===== config.mk =====
export PLATFORM = sky130hd
export DESIGN_NAME = hack_run_controller
export DESIGN_NICKNAME = d
export VERILOG_FILES = /design/src/rtl/hack_run_controller.sv
export SDC_FILE = /design/constraint.sdc
export NUM_CORES = 1
export LEC_CHECK = 0
export CAP_MARGIN = 30
export CELL_PAD_IN_SITES_DETAIL_PLACEMENT = 1
export CELL_PAD_IN_SITES_GLOBAL_PLACEMENT = 2
export CORE_MARGIN = 2
export CORE_UTILIZATION = 27
export DETAILED_ROUTE_END_ITERATION = 12
export PLACE_DENSITY = 0.78
export SYNTH_ARGS = -nofsm -noshare
export SYNTH_HDL_FRONTEND = slang
export SYNTH_SLANG_ARGS = --single-unit

===== constraint.sdc =====
create_clock -name clk -period 2.6 [get_ports clk]
set_clock_uncertainty 0.15 [all_clocks]
set_input_delay 0.39 -clock clk [delete_from_list [all_inputs] [get_ports clk]]
set_output_delay 0.39 -clock clk [all_outputs]
set_load 0.005 [all_outputs]

===== src/rtl/hack_run_controller.sv =====
// Run sequencer for the Hack computer: reload, hold the CPU in reset, then clock-enable
// execution until abort, breakpoint, halt-loop or instruction budget stops it.
module hack_run_controller #(
   parameter int CYC_W        = 32,
   parameter int RESET_CYCLES = 1,
   parameter int LOOP_HITS    = 4
) (
   input  logic             clk,
   input  logic             reset,
   input  logic             start,
   input  logic             abort,
   input  logic [CYC_W-1:0] max_cycles,
   input  logic             bp_en,
   input  logic [14:0]      bp_addr,
   input  logic             loop_en,
   input  logic [14:0]      pc,
   output logic             cpu_reload,
   output logic             cpu_reset,
   output logic             cpu_en,
   output logic             busy,
   output logic             done,
   output logic [1:0]       stop_cause,
   output logic [CYC_W-1:0] cycles
);

   localparam logic [2:0] S_IDLE = 3'd0;
   localparam logic [2:0] S_LOAD = 3'd1;
   localparam logic [2:0] S_RST  = 3'd2;
   localparam logic [2:0] S_RUN  = 3'd3;
   localparam logic [2:0] S_DONE = 3'd4;

   localparam int RC_W = $clog2(RESET_CYCLES + 1);
   localparam int LH_W = $clog2(LOOP_HITS + 1);

   logic [2:0]       state_q, state_d;
   logic [CYC_W-1:0] cycles_q, cycles_d;
   logic [1:0]       cause_q, cause_d;
   logic [14:0]      pc_d1_q, pc_d1_d, pc_d2_q, pc_d2_d;
   logic [1:0]       hist_q, hist_d;
   logic [LH_W-1:0]  loop_cnt_q, loop_cnt_d;
   logic [RC_W-1:0]  rst_cnt_q, rst_cnt_d;
   logic             cpu_reload_q, cpu_reset_q, busy_q, done_q;

   logic       bp_hit, loop_match, loop_hit, budget_hit, stop_now;
   logic [1:0] cause_now;

   // Stop decision on the pc about to execute, abort > breakpoint > loop > budget.
   always_comb begin
      bp_hit     = bp_en && (pc == bp_addr);
      loop_match = loop_en && (hist_q == 2'd2) && (pc == pc_d2_q);
      loop_hit   = loop_match && (loop_cnt_q == LH_W'(LOOP_HITS - 1));
      budget_hit = (max_cycles != '0) && (cycles_q == max_cycles);
      stop_now   = abort || bp_hit || loop_hit || budget_hit;
      if (abort)         cause_now = 2'd0;
      else if (bp_hit)   cause_now = 2'd2;
      else if (loop_hit) cause_now = 2'd3;
      else               cause_now = 2'd1;
   end

   assign cpu_en = !reset && (((state_q == S_RST) && !abort) ||
                              ((state_q == S_RUN) && !stop_now));

   always_comb begin
      state_d    = state_q;
      cycles_d   = cycles_q;
      cause_d    = cause_q;
      pc_d1_d    = pc_d1_q;
      pc_d2_d    = pc_d2_q;
      hist_d     = hist_q;
      loop_cnt_d = loop_cnt_q;
      rst_cnt_d  = rst_cnt_q;
      case (state_q)
         S_IDLE, S_DONE: begin
            if (start) begin
               state_d    = S_LOAD;
               cycles_d   = '0;
               cause_d    = 2'd0;
               hist_d     = 2'd0;
               loop_cnt_d = '0;
            end
         end
         S_LOAD: begin
            rst_cnt_d = '0;
            state_d   = abort ? S_DONE : S_RST;
         end
         S_RST: begin
            if (abort) begin
               state_d = S_DONE;
            end else if (rst_cnt_q == RC_W'(RESET_CYCLES - 1)) begin
               state_d = S_RUN;
            end else begin
               rst_cnt_d = rst_cnt_q + RC_W'(1);
            end
         end
         S_RUN: begin
            if (stop_now) begin
               state_d = S_DONE;
               cause_d = cause_now;
            end else begin
               cycles_d   = (cycles_q == '1) ? cycles_q : cycles_q + CYC_W'(1);
               pc_d1_d    = pc;
               pc_d2_d    = pc_d1_q;
               hist_d     = (hist_q == 2'd2) ? hist_q : hist_q + 2'd1;
               loop_cnt_d = loop_match ? loop_cnt_q + LH_W'(1) : '0;
            end
         end
         default: state_d = S_IDLE;
      endcase
   end

   always_ff @(posedge clk) begin
      if (reset) begin
         state_q      <= S_IDLE;
         cycles_q     <= '0;
         cause_q      <= 2'd0;
         hist_q       <= 2'd0;
         loop_cnt_q   <= '0;
         rst_cnt_q    <= '0;
         cpu_reload_q <= 1'b0;
         cpu_reset_q  <= 1'b0;
         busy_q       <= 1'b0;
         done_q       <= 1'b0;
      end else begin
         state_q      <= state_d;
         cycles_q     <= cycles_d;
         cause_q      <= cause_d;
         hist_q       <= hist_d;
         loop_cnt_q   <= loop_cnt_d;
         rst_cnt_q    <= rst_cnt_d;
         cpu_reload_q <= (state_d == S_LOAD);
         cpu_reset_q  <= (state_d == S_RST);
         busy_q       <= (state_d == S_LOAD) || (state_d == S_RST) || (state_d == S_RUN);
         done_q       <= (state_d == S_DONE);
      end
   end

   // History validity is tracked by hist_q, so the pc values themselves need no reset.
   always_ff @(posedge clk) begin
      pc_d1_q <= pc_d1_d;
      pc_d2_q <= pc_d2_d;
   end

   assign cpu_reload = cpu_reload_q;
   assign cpu_reset  = cpu_reset_q;
   assign busy       = busy_q;
   assign done       = done_q;
   assign stop_cause = cause_q;
   assign cycles     = cycles_q;

endmodule


; ---- Yosys cells after proc, flatten, opt, wreduce, memory -nomap -nowiden
; Index checks and enable logic that the tools add are counted.
; Widths: inputs -> output; s select.
[op_classes]
reduce_logical = 28
muxes = 26
n_eq_ne = 20
add_sub_neg = 4
bitwise_logic = 1
[op_table]
columns = op, n
row1 = $mux 32, 3
row2 = $pmux 32 s2, 1
row3 = $add 32x1->32 const B, 1
row4 = $eq 32x32->1, 1
row5 = $eq 32x32->1 const B, 1
row6 = $reduce_bool 32->1, 1
row7 = $eq 15x15->1, 2
row8 = $mux 3, 8
row9 = $eq 3x2->1 const B, 5
row10 = $mux 2, 7
row11 = $ne 2x2->1 const B, 6
row12 = $pmux 3 s4, 1
row13 = $logic_and 1x1->1, 8
row14 = $pmux 2 s2, 2
row15 = $reduce_and 4->1, 2
row16 = $eq 3x1->1 const B, 2
row17 = $eq 3x3->1 const B, 2
row18 = $logic_or 1x1->1, 6
row19 = $pmux 3 s2, 1
row20 = $reduce_and 3->1, 2
row21 = $reduce_and 2->1, 2
row22 = $reduce_bool 2->1, 2
row23 = $add 3x1->3 const B, 1
row24 = $logic_not 1->1, 3
row25 = other kinds (8), 9
[totals]
ff_bits = 77
in_bits = 68
output_inout_bits = 39
elab_cells = 91

; ---- Logic depth before layout (Yosys ltp)
[logic_depth]
depth_word = 11
depth_mapped = 11
ltp_nobuf = 11

; ---- Worst setup path after synthesis
; No wires, ideal clock.
[synth_timing]
path_kind = register to register
from = register cycles_q[26], in the netlist cycles[26]
to = register state_q[0]
n_path_buf = 0
setup_slack_ps = 70
arrival_time_ps = 2245
period_less_slack_ps = 2530
setup_time_ps = 135
stages_incl_launch_ff = 10
required_time_ps = 2315
path_cell_list = dfxtp_1 > xor2_1 > nor4_1 > nand4_1 > o32ai_2 > nor2_1 > nand2_1 > inv_1 > nor2_1 > a21oi_1
[synth_between]
elab_chain_len = 5
[synth_lines]
columns = element, line_no
row1 = start: declaration, 36  ; logic [CYC_W-1:0] cycles_q, cycles_d;
row2 = start signal: assignment, 125  ; cycles_q <= cycles_d;
row3 = $eq 32x32->1, 52  ; budget_hit = (max_cycles != '0) && (cycles_q == max_cycles);
row4 = $logic_and 1x1->1, 52
row5 = $logic_or 1x1->1, 53  ; stop_now = abort || bp_hit || loop_hit || budget_hit;
row6 = $mux 3, 96  ; if (stop_now) begin
row7 = $pmux 3 s4, 72  ; case (state_q)
row8 = end signal: assignment, 124  ; state_q <= state_d;
row9 = end: declaration, 35  ; logic [2:0] state_q, state_d;
; Every way passes these cells.
; A chain may end at the register's enable or synchronous reset.

; ---- Worst setup path after layout
[layout_timing]
from = register cycles_q[11], in the netlist cycles[11]
to = output port cpu_en
[layout_between]
elab_chain_len = 7
[layout_lines]
columns = element, line_no
row1 = $eq 32x32->1, 52
row2 = $logic_and 1x1->1, 52
row3 = $logic_or 1x1->1, 53
row4 = $logic_not 1->1, 61  ; ((state_q == S_RUN) && !stop_now));
row5 = $logic_and 1x1->1, 61
row6 = $logic_or 1x1->1, 60  ; assign cpu_en = !reset && (((state_q == S_RST) && !abort) ||
row7 = $logic_and 1x1->1, 60
row8 = end: declaration, 19  ; output logic cpu_en,
; Every way passes these cells.

==> flow_metrics.env <==
export IMPL_final_util=0.4338
export IMPL_synthSimpleGateAreaFrac=0.2643
export IMPL_slew_headroom=0.5941
export IMPL_area_growth_pct=56.93
export IMPL_grt_pass1_wl_um=23860
export IMPL_multiInputGateArea_um2=2424
export IMPL_die_h_um=129.0
export IMPL_ir_worst_vdd_mv=0.3193
export IMPL_grt_pass1_vias=4425
export IMPL_synth_compound_area_frac=0.08662
export IMPL_cpMaxStageDelayCell="nor4_2"
export IMPL_end_kind="output port"
export IMPL_switching_share=0.2338
export IMPL_cts_tree="yes"
export IMPL_cp_num_buf_inv=2
export IMPL_overflow=0
export IMPL_crit_type="reg -> out"
export IMPL_dpl_hpwl_um=11820
export IMPL_drc_errors=0
export IMPL_syn_area_um2=4218
export IMPL_tightest_slew_ps=604.3
export IMPL_fin_ws_ps=-141.3
export IMPL_r2r_end="pc_d1_q[14]"
export IMPL_drt_initial_drc_count=189
export IMPL_grt_max_degree=31
export IMPL_fp_coreArea_um2=15260
export IMPL_nets=694
export IMPL_place_ws_ps=-818.0
export IMPL_cts_buffers=9
export IMPL_reg2reg_from="cycles[11]"
export IMPL_final_hold_violation_count=0
export IMPL_detail_route_antenna_nets=0
export IMPL_start_util=0.2764
export IMPL_seq_area_um2=1824
export IMPL_drt_wl_total_um=15490
export IMPL_instances_no_fill=838
export IMPL_first_pass_iters=4
export IMPL_r2r_setup_slack_ps=-90
export IMPL_gp_congestion=0.8339
export IMPL_wire_per_inst_um=18.48
export IMPL_cts_sinks=76
export IMPL_io_pins=107
export IMPL_setup_viol=36
export IMPL_cp_top_family="simple AND/OR/NAND/NOR gates"
export IMPL_leakage_nw=2.681
export IMPL_whs_ps=189.6
export IMPL_clockBufferDepth=2
export IMPL_synth_top_family_by_area="simple AND/OR/NAND/NOR gates"
export IMPL_max_stage_delay_ps=350
export IMPL_yosys_area_top_type_share=0.2183
export IMPL_cts_hold_buf=0
export IMPL_grtUsageTotal=0.1883
export IMPL_failed_checks="setup timing"
export IMPL_rsz0062_at_grt="true"
export IMPL_ys_types=55
export IMPL_netlist_top_cell_by_area="dfxtp_1"
export IMPL_fill_cells=1723
export IMPL_synth_avg_cell_area_um2=9.543
export IMPL_synth_seq_cells=76
export IMPL_min_path_cells=1
export IMPL_finish_instance_area_um2=6619
export IMPL_synth_flop_cell="dfxtp_1"
export IMPL_min_from="pc[10]"
export IMPL_fmax_ghz=0.3648
export IMPL_antenna_found_initial=0
export IMPL_start_kind="register"
export IMPL_synth_adder_area_share=0.01187
export IMPL_period_share=1.054
export IMPL_cp_cell_sequence="xor2_1 > nor4_2 > nand4_1 > buf_6 > o32ai_4 > nor2_4 > nand2_2 > a21oi_2 > buf_2"
export IMPL_hold_path_class="in -> reg"
export IMPL_hold_end="pc_d1_q[10]"
export IMPL_arrival_ps=2200
export IMPL_dieArea_um2=16640
export IMPL_avgViaCountPerCell=4.980
export IMPL_seq_area_frac_synth=0.4319
export IMPL_insertion_delay_ps=350
export IMPL_yosys_warnings=0
export IMPL_synth_edf_count=30
export IMPL_p_sw_mw=0.7288
export IMPL_clock_root_buffer="clkbuf_16"
export IMPL_seqPwrFrac=0.401
export IMPL_path_max_fanout=3
export IMPL_maxCapViolCount=0
export IMPL_clk_pin_slew_ps=60
export IMPL_die_w_um=129.0
export IMPL_pwr_share_clk=0.479
export IMPL_worstRegToRegCells=10
export IMPL_yosys_top_cells_area="dfxtp_1 (22%), edfxtp_1 (21%), xor2_1 (10%)"
export IMPL_num_rows=45
export IMPL_p_comb_frac=0.121
export IMPL_placedCellCount=812
export IMPL_synthMuxAreaShare=0.04064
export IMPL_synth_cells=442
export IMPL_diodes=0
export IMPL_h_tree_depth=3
export IMPL_status="finished with violations"
export IMPL_drive_gt1_frac=0.2329
export IMPL_io_buffers=106
export IMPL_placed_cell_area_um2=6005
export IMPL_vias=4173
export IMPL_postSynth_asyncResetShare=0
export IMPL_worstPathRequired_ps=2060
export IMPL_power_internal_mw=2.389
export IMPL_synth_nets=514
export IMPL_final_max_slew_viol_count=0
export IMPL_yosys_area_share_xor_xnor=0.1308
export IMPL_period_needed_ps=2741
export IMPL_p_per_area_nw_per_um2=471.0
[area by class of cell]
cell class / count / area share
multi-input combinational: 338 / 0.3662
sequential: 76 / 0.2756
timing repair buffer: 187 / 0.2592
tap: 211 / 0.03989
clock buffer: 10 / 0.03611
clock inverter: 6 / 0.01682
inverter: 10 / 0.006238
[logic make-up (layout without fill, tap and decap cells)]
family	count (synthesis)	in the layout
simple gates	204	204
mux	17	17
fa+ha+maj	4	4
xor+xnor	63	63
compound gates	50	50
buf+inv	28	213
flops	76	76
[power by group through the flow]
| stage | clock [mW] | combinational (mW) | sequential, mW |
|---|---|---|---|
| floorplan | 0 | 0.154 | 1.28 |
| global placement | 0 | 0.363 | 1.27 |
| detailed placement | 0 | 0.372 | 1.28 |
| CTS | 1.53 | 0.369 | 1.25 |
| global route | 1.57 | 0.407 | 1.25 |
| finish | 1.49 | 0.376 | 1.25 |
[through the flow]
stage	setup TNS (ps)	power, mW
after global routing	-10840	3.222
after detailed placement	-39520	1.647
after CTS	-125.4	3.144
after floorplan	0	1.429
after global placement	-30970	1.638
final	-2248	3.118
[cell usage after synthesis (9+ instances only)]
cell       n
xnor2_1   15
xor2_1    48
dfxtp_1   46
nand3_1   15
mux2i_1   16
a21oi_1   19
clkbuf_1   9
edfxtp_1  30
a31o_1    12
nand4_1   18
nand2_1   48
or3_1     15
inv_1     10
nor2_1    40
nor3_1    11
nor4_1    25
[state kept, by name, indices dropped and copies added, names as in the netlist]
| signal | count |
|---|---|
| done | 1 |
| hist_q | 2 |
| cpu_reset | 1 |
| cpu_reload | 1 |
| stop_cause | 2 |
| state_q | 3 |
| cycles | 32 |
| pc_d1_q | 15 |
| busy | 1 |
| pc_d2_q | 15 |
| loop_cnt_q | 3 |
[layout by cell type, fill, tap and decap left out, types with 3 or more instances in the layout]
master / Yosys / layout
a21oi_1: 19 / 18
a31o_1: 12 / 12
and2_1: 4 / 4
and3_1: 4 / 4
buf_12: 0 / 3
buf_4: 2 / 71
buf_6: 3 / 5
bufinv_16: 0 / 3
clkbuf_16: 0 / 11
clkdlybuf4s50_1: 0 / 61
dfxtp_1: 46 / 44
dlygate4sd2_1: 0 / 40
dlymetal6s2s_1: 0 / 4
edfxtp_1: 30 / 30
ha_1: 4 / 3
inv_1: 10 / 9
mux2i_1: 16 / 16
nand2_1: 48 / 47
nand3_1: 15 / 15
nand3b_1: 4 / 4
nand4_1: 18 / 18
nor2_1: 40 / 37
nor2_4: 0 / 3
nor3_1: 11 / 10
nor4_1: 25 / 8
nor4_2: 0 / 17
or3_1: 15 / 15
xnor2_1: 15 / 15
xor2_1: 48 / 47
[per-layer routing]
metal / global-route usage / routed length, µm / part of all wire
met2: 0.3333 / 7632 / 0.49
met5: 0 / 0 / 0
met4: 0.06905 / 279 / 0.018
met1: 0.2233 / 6646 / 0.43
met3: 0.04200 / 930 / 0.060
[worst max path at each step]
stage                         from    endpoint  slack [ps]  depth (start not counted)
global route            cycles[11]      cpu_en        -270                          9
detailed placement  max_cycles[18]      cpu_en        -820                          9
floorplan               cycles[26]  state_q[0]          70                          9
finish                  cycles[11]      cpu_en        -140                          9
CTS                     pc_d2_q[2]      cpu_en        -130                          9
global placement    max_cycles[18]      cpu_en        -700                          9
[repair_timing]
| item | CTS | global route |
|---|---|---|
| resized for setup | 64 | 20 |
| pin swaps | 28 | 13 |
| gates cloned | 0 | 3 |
| setup endpoints to repair | 70 | 69 |
| buffers inserted | 6 | 2 |
No activity file was read; power rests on OpenSTA's default activity.
